**src/rtl/toy_fetch_redirect_arb_pkg.sv**
```systemverilog
// ----------------------------------------------------------------------------
// toy_pack
// Shared types for the fetch redirect arbiter: the redirect source enum that
// is also driven out on redirect_src, the arbiter FSM states, and the fetch
// address width.
// ----------------------------------------------------------------------------
package toy_pack;

   localparam int ADDR_WIDTH = 32;

   typedef enum logic [1:0] {
      REDIR_NONE = 2'd0,
      REDIR_TRAP = 2'd1,
      REDIR_BRU  = 2'd2,
      REDIR_BPU  = 2'd3
   } redir_src_e;

   typedef enum logic {
      RUN  = 1'b0,
      HALT = 1'b1
   } redir_state_e;

endpackage : toy_pack

```
**src/rtl/toy_fetch_redirect_arb_outstanding_cnt.sv**
```systemverilog
// ----------------------------------------------------------------------------
// toy_fetch_outstanding_cnt
// Tracks fetch memory requests in flight and how many of them became stale
// because of a redirect, so that their responses can be discarded.
//
// Ports
//   clk, rst_n       clock, asynchronous active-low reset
//   mem_req_fire_i   a fetch request was accepted this cycle
//   mem_rsp_vld_i    a fetch response returns this cycle
//   redirect_i       a redirect is issued this cycle (cancel_edge_en)
//   outstanding_o    requests in flight
//   full_o           outstanding_o == MAX_OUTSTANDING
//   rsp_drop_o       the current response belongs to a cancelled fetch
// ----------------------------------------------------------------------------
module toy_fetch_outstanding_cnt
   import toy_pack::*;
#(
   parameter int MAX_OUTSTANDING = 4,
   parameter int CNT_WIDTH       = $clog2(MAX_OUTSTANDING + 1)
) (
   input  logic                 clk,
   input  logic                 rst_n,
   input  logic                 mem_req_fire_i,
   input  logic                 mem_rsp_vld_i,
   input  logic                 redirect_i,
   output logic [CNT_WIDTH-1:0] outstanding_o,
   output logic                 full_o,
   output logic                 rsp_drop_o
);

   localparam logic [CNT_WIDTH-1:0] MAX_CNT = CNT_WIDTH'(MAX_OUTSTANDING);
   localparam logic [CNT_WIDTH-1:0] ONE     = CNT_WIDTH'(1);

   logic [CNT_WIDTH-1:0] out_q, out_d;
   logic [CNT_WIDTH-1:0] drop_q, drop_d;

   always_comb begin
      out_d = out_q;
      // Fire and response together leave the count unchanged; illegal
      // over/underflow saturates instead of wrapping.
      unique case ({mem_req_fire_i, mem_rsp_vld_i})
         2'b10:   if (out_q != MAX_CNT) out_d = out_q + ONE;
         2'b01:   if (out_q != '0)      out_d = out_q - ONE;
         default: out_d = out_q;
      endcase
   end

   always_comb begin
      drop_d = drop_q;
      if (redirect_i) begin
         // Everything in flight is stale except a response retiring right now.
         // A same-cycle fire is the redirected fetch itself, so it is not added.
         drop_d = (mem_rsp_vld_i && out_q != '0) ? out_q - ONE : out_q;
      end else if (mem_rsp_vld_i && drop_q != '0) begin
         drop_d = drop_q - ONE;
      end
   end

   always_ff @(posedge clk or negedge rst_n) begin
      if (!rst_n) begin
         out_q  <= '0;
         drop_q <= '0;
      end else begin
         out_q  <= out_d;
         drop_q <= drop_d;
      end
   end

   assign outstanding_o = out_q;
   assign full_o        = (out_q == MAX_CNT);
   assign rsp_drop_o    = mem_rsp_vld_i && (drop_q != '0);

   a_no_rsp_underflow : assert property (@(posedge clk) disable iff (!rst_n)
      mem_rsp_vld_i |-> (out_q != '0));

   a_no_fire_overflow : assert property (@(posedge clk) disable iff (!rst_n)
      (mem_req_fire_i && !mem_rsp_vld_i) |-> (out_q != MAX_CNT));

endmodule : toy_fetch_outstanding_cnt

```
**src/rtl/toy_fetch_redirect_arb.sv**
```systemverilog
// ----------------------------------------------------------------------------
// toy_fetch_redirect_arb
// Arbitrates fetch redirects from trap, branch unit and branch predictor
// (fixed priority trap > bru > bpu), halts fetch after a trap until the trap
// handler releases it, and flags fetch responses made stale by a redirect.
//
// Build option: define TOY_FETCH_REDIRECT_BPU_EN to let the predictor port
// arbitrate; without it bpu_gnt is tied 0 and the bpu inputs are ignored.
//
// Ports
//   clk, rst_n                     clock, asynchronous active-low reset
//   trap_req_vld/pc, trap_release_en  trap redirect and trap-done release
//   bru_req_vld/pc                 branch-mispredict redirect
//   bpu_req_vld/pc                 predictor redirect
//   mem_req_fire, mem_rsp_vld      fetch request accepted / response returned
//   trap_gnt, bru_gnt, bpu_gnt     one-cycle grant, same cycle as the request
//   cancel_edge_en, fetch_update_pc  redirect pulse and its target
//   redirect_src                   winning source
//   fetch_stall                    suppress new fetches (HALT or full)
//   rsp_drop                       discard the current response
//   outstanding                    requests in flight
// All outputs are forced to 0 while rst_n is low.
// ----------------------------------------------------------------------------
module toy_fetch_redirect_arb
   import toy_pack::*;
#(
   parameter int MAX_OUTSTANDING = 4,
   parameter int CNT_WIDTH       = $clog2(MAX_OUTSTANDING + 1)
) (
   input  logic                  clk,
   input  logic                  rst_n,
   input  logic                  trap_req_vld,
   input  logic [ADDR_WIDTH-1:0] trap_req_pc,
   input  logic                  trap_release_en,
   input  logic                  bru_req_vld,
   input  logic [ADDR_WIDTH-1:0] bru_req_pc,
   input  logic                  bpu_req_vld,
   input  logic [ADDR_WIDTH-1:0] bpu_req_pc,
   input  logic                  mem_req_fire,
   input  logic                  mem_rsp_vld,
   output logic                  trap_gnt,
   output logic                  bru_gnt,
   output logic                  bpu_gnt,
   output logic                  cancel_edge_en,
   output logic [ADDR_WIDTH-1:0] fetch_update_pc,
   output redir_src_e            redirect_src,
   output logic                  fetch_stall,
   output logic                  rsp_drop,
   output logic [CNT_WIDTH-1:0]  outstanding
);

   redir_state_e          state_q, state_d;
   redir_src_e            win;
   logic [ADDR_WIDTH-1:0] win_pc;
   logic                  bpu_vld;
   logic [ADDR_WIDTH-1:0] bpu_pc;
   logic                  cnt_full;

`ifdef TOY_FETCH_REDIRECT_BPU_EN
   assign bpu_vld = bpu_req_vld;
   assign bpu_pc  = bpu_req_pc;
`else
   logic bpu_unused;
   assign bpu_vld    = 1'b0;
   assign bpu_pc     = '0;
   assign bpu_unused = ^{bpu_req_vld, bpu_req_pc};
`endif

   // Arbitration and next state. Requests that lose are not remembered.
   always_comb begin
      // NOTE: every signal gets a default before any branch so no path leaves
      // it unassigned; otherwise synthesis infers a latch.
      state_d = state_q;
      win     = REDIR_NONE;
      win_pc  = '0;
      unique case (state_q)
         RUN: begin
            if (trap_req_vld) begin
               win     = REDIR_TRAP;
               win_pc  = trap_req_pc;
               state_d = HALT;
            end else if (bru_req_vld) begin
               win    = REDIR_BRU;
               win_pc = bru_req_pc;
            end else if (bpu_vld) begin
               win    = REDIR_BPU;
               win_pc = bpu_pc;
            end
         end
         HALT: begin
            if (trap_release_en) state_d = RUN;
         end
         default: state_d = RUN;
      endcase
   end

   // NOTE: reset is in the sensitivity list, so it takes effect without a
   // clock edge; state registers use <= so all flops update together.
   always_ff @(posedge clk or negedge rst_n) begin
      if (!rst_n) state_q <= RUN;
      else        state_q <= state_d;
   end

   // Combinational outputs are masked by rst_n so they read 0 during reset
   // even while requesters keep their valids high.
   assign trap_gnt        = rst_n && (win == REDIR_TRAP);
   assign bru_gnt         = rst_n && (win == REDIR_BRU);
   assign bpu_gnt         = rst_n && (win == REDIR_BPU);
   assign cancel_edge_en  = rst_n && (win != REDIR_NONE);
   assign fetch_update_pc = rst_n ? win_pc : '0;
   assign redirect_src    = rst_n ? win : REDIR_NONE;
   // A response in the same cycle frees a slot, so a full counter only stalls
   // when nothing retires.
   assign fetch_stall     = rst_n && ((state_q == HALT) || (cnt_full && !mem_rsp_vld));

   toy_fetch_outstanding_cnt #(
      .MAX_OUTSTANDING (MAX_OUTSTANDING),
      .CNT_WIDTH       (CNT_WIDTH)
   ) u_cnt (
      .clk            (clk),
      .rst_n          (rst_n),
      .mem_req_fire_i (mem_req_fire),
      .mem_rsp_vld_i  (mem_rsp_vld),
      .redirect_i     (cancel_edge_en),
      .outstanding_o  (outstanding),
      .full_o         (cnt_full),
      .rsp_drop_o     (rsp_drop)
   );

endmodule : toy_fetch_redirect_arb

```
**config.mk**
```make
export PLATFORM = sky130hd
export DESIGN_NAME = toy_fetch_redirect_arb
export DESIGN_NICKNAME = d
export VERILOG_FILES = /design/src/rtl/toy_fetch_redirect_arb_pkg.sv /design/src/rtl/toy_fetch_redirect_arb_outstanding_cnt.sv /design/src/rtl/toy_fetch_redirect_arb.sv
export SDC_FILE = /design/constraint.sdc
export NUM_CORES = 1
export LEC_CHECK = 0
export CORE_ASPECT_RATIO = 1.75
export CORE_MARGIN = 2
export CORE_UTILIZATION = 30
export CTS_BUF_LIST = sky130_fd_sc_hd__clkbuf_4
export DETAILED_ROUTE_END_ITERATION = 8
export PLACE_DENSITY_LB_ADDON = 0.25
export SLEW_MARGIN = 20
export SYNTH_ARGS = -nofsm -noshare
export SYNTH_HDL_FRONTEND = slang
export SYNTH_HIERARCHICAL = 1
export SYNTH_SLANG_ARGS = --single-unit
export TNS_END_PERCENT = 30
```
**constraint.sdc**
```tcl
create_clock -name clk -period 4.8 [get_ports clk]
set_input_delay 0.72 -clock clk [delete_from_list [all_inputs] [get_ports clk]]
set_output_delay 0.72 -clock clk [all_outputs]
set_load 0.01 [all_outputs]
```
==> impl_metrics.tcl, run 1 <==
set metrics [dict create \
    status "finished clean" \
    synth_top_area_share_pct 19.6 \
    min_path_type "reg2reg" \
    vias_per_cell 5.00 \
    wl_mm 4.82 \
    finalPower_mw 0.549 \
    wl_per_cell_um 14.5 \
    die_width_um 53.0 \
    yosys_warnings 6 \
    grt_max_degree 38 \
    cts.sinks 7 \
    crit_family "buffers and inverters" \
    io_pins 147 \
    design.die.area_um2 4760 \
    yosys.area.top_type "nand3b_1" \
    fin_crit_sh_pct 76.9 \
    tightest_slew_ps 570 \
    grt_overflow 0 \
    layout-drive-gt1-share_pct 7.39 \
    crit_chain "clkdlybuf4s50_1, nand2b_1, nor2_1, clkdlybuf4s50_1" \
    worstRegToRegCells 5 \
    cts_tree "yes" \
    max_stage_delay_ps 720 \
    clockBufferDepth 2 \
    critPathCaptureType "primary output" \
    min_path_cells 1 \
    drc_errors 0 \
    final-setup-viol-count 0 \
    cap_violations 0 \
    placed_cell_area_um2 2350 \
    rsz0062_at_grt "no" \
    pre_cts_slack_ps 1050 \
    finalHoldViolations 0 \
    grt_pass1_vias 1419 \
    root_buffer "clkbuf_4" \
    clkLatencyLatePin_ps 250 \
    critPathKind "in2out" \
    post_cts_buffers 0 \
    async_reset_ff_share_pct 100 \
    detail_route.iter0.violations 18 \
    synthDistinctLibCells 35 \
    synth_edf_count 0 \
    cts_repair_resize_count 0 \
    via_count 1664 \
    clk_pin_slew_ps 50 \
    synth_nets 291 \
    tns_ps 0 \
    cpMaxStageDelayCell "clkdlybuf4s50_1" \
    power_density_nw_per_um2 230 \
    drv_slew 0 \
    min_period_ps 3690 \
    num-nets-final 394 \
    crit_cells 4 \
    fillCellCount 404 \
    synth_common_cells "nand2_1, nand3b_1, a21oi_1" \
    rows 31 \
    ys.flop_type "dfrtp_1" \
    critPathBufInv 2 \
    antenna_found_initial 0 \
    ys_seq_area_share_pct 13.9 \
    synthesis.area_um2 1260 \
    grt.total_usage_pct 18.6 \
    path_max_fanout 11 \
    gp_congestion 0.815 \
    area_delta_synth_final_pct 88.8 \
    slew-limit-headroom_pct 61.9 \
    postRouteAntennaNets 0 \
    irDropWorstVdd_mv 0.264 \
    cts_max_level 1 \
    antenna_cells 0 \
    postSynthAreaPerCell_um2 6.93 \
    grt_pass1_wl_mm 6.92 \
    core-area_um2 4070 \
    ys_seq_elements 7 \
    cts_buffers 3 \
    dr.pass1.iters 4 \
    synth_area_leaders "nand3b_1, dfrtp_1, nand2_1" \
    cp.required_ps 4080 \
    skew_ps 0.624 \
    setup_ws_ps 1110 \
    crit_top_cell "clkdlybuf4s50_1" \
    syn_inst 182 \
    max_freq_ghz 0.271 \
    port_buffers 112 \
    holdBufCountCts 0 \
    place.detailed.hpwl_mm 3.75 \
    die_height_um 89.8 \
    fin_area_um2 2380 \
    start_util_pct 31.0 \
    power.leakage_nw 0.885 \
    register_area_um2 175 \
    yosysMostFrequentCell "nand2_1" \
    multi_input_area_um2 938 \
    cp-start-kind "input port" \
    cp.arrival_ps 2970 \
]
-- routing by layer --
layer / global-route usage (%) / vias up / part of all wire [%]
li1: - / 832 / -
met4: 4.49 / 0 / 0.19
met3: 4.98 / 2 / 12
met2: 32.7 / 77 / 50
met5: 0 / - / 0
met1: 21.4 / 753 / 38
-- kinds of logic after synthesis --
| logic type | after synthesis | share of synthesized area, % |
|---|---|---|
| adder cells (fa/ha/maj) | 5 | 4.96 |
| flip-flops | 7 | 13.9 |
| other | 1 | 0.297 |
| multiplexers | 4 | 3.27 |
| buffers and inverters | 26 | 11.7 |
| XOR/XNOR | 1 | 0.695 |
| AND/OR/NAND/NOR | 90 | 40.5 |
| AO/OA/AOI/OAI | 48 | 24.7 |
-- final timing paths --
| check | endpoint | slack [ps] | start |
|---|---|---|---|
| setup / recovery | cancel_edge_en | 1110 | rst_n |
| hold / removal | state_q$_DFF_PN0_ | 490 | state_q$_DFF_PN0_ |
| setup reg to reg | u_cnt/drop_q[0]$_DFFE_PN0P_ | 2920 | state_q$_DFF_PN0_ |
| hold reg to reg | state_q$_DFF_PN0_ | 490 | state_q$_DFF_PN0_ |
| max in group asynchronous | u_cnt/drop_q[1]$_DFFE_PN0P_ | 3740 | rst_n |
| min in group asynchronous | state_q$_DFF_PN0_ | 770 | rst_n |
-- sequential cells by signal, summed over array words and instances, names as in the netlist --
register	flops
u_cnt/outstanding_o	3
state_q	1
u_cnt/drop_q	3
-- placed cells by master (no fill, tap or decap), types with 4 or more instances in the layout --
cell type / instances
clkdlybuf4s50_1: 111
nand2_1: 36
nand3b_1: 33
a21oi_1: 25
a21oi_2: 10
inv_1: 8
nor2_1: 7
dfrtp_1: 7
ha_1: 5
nand2b_1: 4
clkbuf_4: 4
buf_4: 4
-- layout make-up --
cell class	count	area share (%)
Clock buffer	4	1.26
Inverter	8	1.26
Multi-Input combinational cell	149	39.4
Sequential cell	7	7.36
Tap cell	49	2.57
Timing Repair Buffer	116	48.1
-- where the power goes --
part | total [mW] | internal [mW] | switching, mW | leakage (nW)
clock | 0.0596 | 0.0374 | 0.0222 | 0.0184
combinational | 0.369 | 0.207 | 0.162 | 0.785
sequential | 0.120 | 0.0867 | 0.0331 | 0.0823
-- worst reg2reg max path, stage by stage (launching register included) --
cell and delay, ps:
dfrtp_1 400, nand2b_1 330, nor2_1 550, nor2_1 140, a32o_1 230, a32oi_1 140
-- per-stage QoR --
step | hold WS, ps | utilization (%) | std cells
global placement | 471 | 57.7 | 329
global route | 508 | 58.5 | 333
CTS | 489 | 58.5 | 333
detailed placement | 486 | 57.7 | 329
finish | 490 | 58.5 | 333
floorplan | 424 | - | 182
Note: power is estimated with default switching activity, not from simulation.
==> inputs of run 2 (changes only) <==
--- a/config.mk
+++ b/config.mk
@@ -7,7 +7,7 @@
 export LEC_CHECK = 0
 export CORE_ASPECT_RATIO = 1.75
 export CORE_MARGIN = 2
-export CORE_UTILIZATION = 30
+export CORE_UTILIZATION = 28
 export CTS_BUF_LIST = sky130_fd_sc_hd__clkbuf_4
 export DETAILED_ROUTE_END_ITERATION = 8
 export PLACE_DENSITY_LB_ADDON = 0.25
==> constraint.sdc (replaced) <==
create_clock -name clk -period 3.6 [get_ports clk]
set_input_delay 0.54 -clock clk [delete_from_list [all_inputs] [get_ports clk]]
set_output_delay 0.54 -clock clk [all_outputs]
set_load 0.01 [all_outputs]
==> run 2 against run 1 <==
  * Register-to-register slack got worse by 1000 ps
  * Power rose by 33%
  * Clock skew rose by 1.4 ps
  * First-iteration DRC count rose by 72%
  * Via count fell by 2.8%
  * Count of clock-buffer cells in the layout did not move
  * Highest routed layer unchanged
==> impl_metrics.tcl, run 2 (synthesized netlist as in run 1, its figures left out) <==
set metrics [dict create \
    fin_area_um2 2380 \
    gp_congestion 0.756 \
    cp-start-kind "input port" \
    min_path_cells 1 \
    max_stage_delay_ps 570 \
    die_height_um 92.8 \
    num-nets-final 394 \
    multi_input_area_um2 938 \
    cts_repair_resize_count 0 \
    cp.required_ps 3060 \
    power.leakage_nw 0.886 \
    regToRegEndpoint "u_cnt/outstanding_o[1]$_DFFE_PN0P_" \
    min_path_type "reg2reg" \
    crit_cells 5 \
    vias_per_cell 4.83 \
    fin_cells 335 \
    core-area_um2 4360 \
    final_cell_mix "clkdlybuf4s50_1, nand2_1, nand3b_1" \
    worstRegToRegCells 5 \
    grt_overflow 0 \
    status "finished clean" \
    power_density_nw_per_um2 306 \
    rsz0062_at_grt "no" \
    grt_util_met2_pct 29.2 \
    hold-path-endpoint "state_q$_DFF_PN0_" \
    cts.sinks 7 \
    grt.total_usage_pct 16.9 \
    finalHoldViolations 0 \
    die_width_um 54.7 \
    final_common_cell "clkdlybuf4s50_1" \
    finish.utilization_pct 54.6 \
    root_buffer "clkbuf_4" \
    drc_errors 0 \
    clockBufferDepth 2 \
    tightest_slew_ps 981 \
    grt_busiest_layer "met2" \
    io_pins 147 \
    fillCellCount 430 \
    crit_chain "clkdlybuf4s50_1, buf_4, nand3b_1, a21oi_1, clkdlybuf4s50_1" \
    final-setup-viol-count 0 \
    start_util_pct 28.9 \
    grtUsageMet1_pct 19.5 \
    antenna_found_initial 0 \
    grt_pass1_vias 1357 \
    cp.arrival_ps 2310 \
    cts_max_level 1 \
    finalPower_mw 0.729 \
    p_int_mw 0.443 \
    dr.pass1.iters 4 \
    antenna_cells 0 \
    tns_ps 0 \
    critPathKind "in2out" \
    seqPwrFrac_pct 21.9 \
    skew_ps 2.03 \
    clk_pin_slew_ps 50 \
    clkPwrFrac_pct 10.4 \
    rows 32 \
    via_count 1618 \
    holdBufCountCts 0 \
    detail_route.iter0.violations 31 \
    path_max_fanout 31 \
    critPathCaptureType "primary output" \
    setup_ws_ps 748 \
    max_freq_ghz 0.351 \
    post_cts_buffers 0 \
    register_area_um2 175 \
    clkLatencyLatePin_ps 240 \
    place_inst 331 \
    r2r_start "u_cnt/outstanding_o[0]$_DFFE_PN0P_" \
    slew-limit-headroom_pct 34.6 \
    placed_cell_area_um2 2350 \
    port_buffers 112 \
    min_period_ps 2850 \
    power.switching_mw 0.286 \
    design.die.area_um2 5080 \
    cpMaxStageDelayCell "clkdlybuf4s50_1" \
    cts_buffers 3 \
    drv_slew 0 \
    crit_family "buffers and inverters" \
    pwr-share-comb_pct 67.7 \
    pre_cts_slack_ps 730 \
    wl_per_cell_um 14.5 \
    cts_tree "yes" \
    finalHoldWorstSlack_ps 500 \
    grtUsageMet3_pct 4.84 \
    layout-drive-gt1-share_pct 7.39 \
    swShare_pct 39.2 \
    grt_pass1_wl_mm 6.59 \
    fin_crit_sh_pct 79.2 \
    critPathBufInv 3 \
    min_from "state_q$_DFF_PN0_" \
    crit_top_cell "clkdlybuf4s50_1" \
    place.detailed.hpwl_mm 3.73 \
    reg2reg_slack_ps 1910 \
    cap_violations 0 \
    irDropWorstVdd_mv 0.321 \
    postRouteAntennaNets 0 \
    wl_mm 4.85 \
    area_delta_synth_final_pct 89.0 \
    grt_max_degree 70 \
]
## run 2: cell counts in the layout (fill, tap and decap cells not counted)
No cell type changed its count.
## run 2: cell type report
type	count	share of cell area [%]
Inverter	8	1.26
Clock buffer	4	1.26
Timing Repair Buffer	116	48.1
Sequential cell	7	7.35
Tap cell	51	2.68
Multi-Input combinational cell	149	39.4
## run 2: worst max path at each step
stage | from | to | slack, ps
4_1_cts | bru_req_vld | fetch_update_pc[29] | 730
5_1_grt | bru_req_vld | fetch_update_pc[29] | 640
6_report | bru_req_vld | fetch_update_pc[29] | 750
3_3_place_gp | bru_req_vld | fetch_update_pc[29] | 720
3_5_place_dp | bru_req_vld | fetch_update_pc[29] | 730
2_1_floorplan | rst_n | u_cnt/drop_q[0]$_DFFE_PN0P_ | 1760
## run 2: per-layer routing
layer  vias up  part of all wire, %
li1        837                    -
met1       705                   39
met2        74                   47
met3         2                   14
met4         0                 0.29
met5         -                    0
## run 2: power by group through the flow
stage | Combinational (mW) | Clock, mW | Sequential [mW]
2_1_floorplan | 0.283 | 0 | 0.157
3_3_place_gp | 0.484 | 0 | 0.160
3_5_place_dp | 0.496 | 0 | 0.161
4_1_cts | 0.498 | 0.0794 | 0.161
5_1_grt | 0.542 | 0.0890 | 0.165
6_report | 0.493 | 0.0756 | 0.159
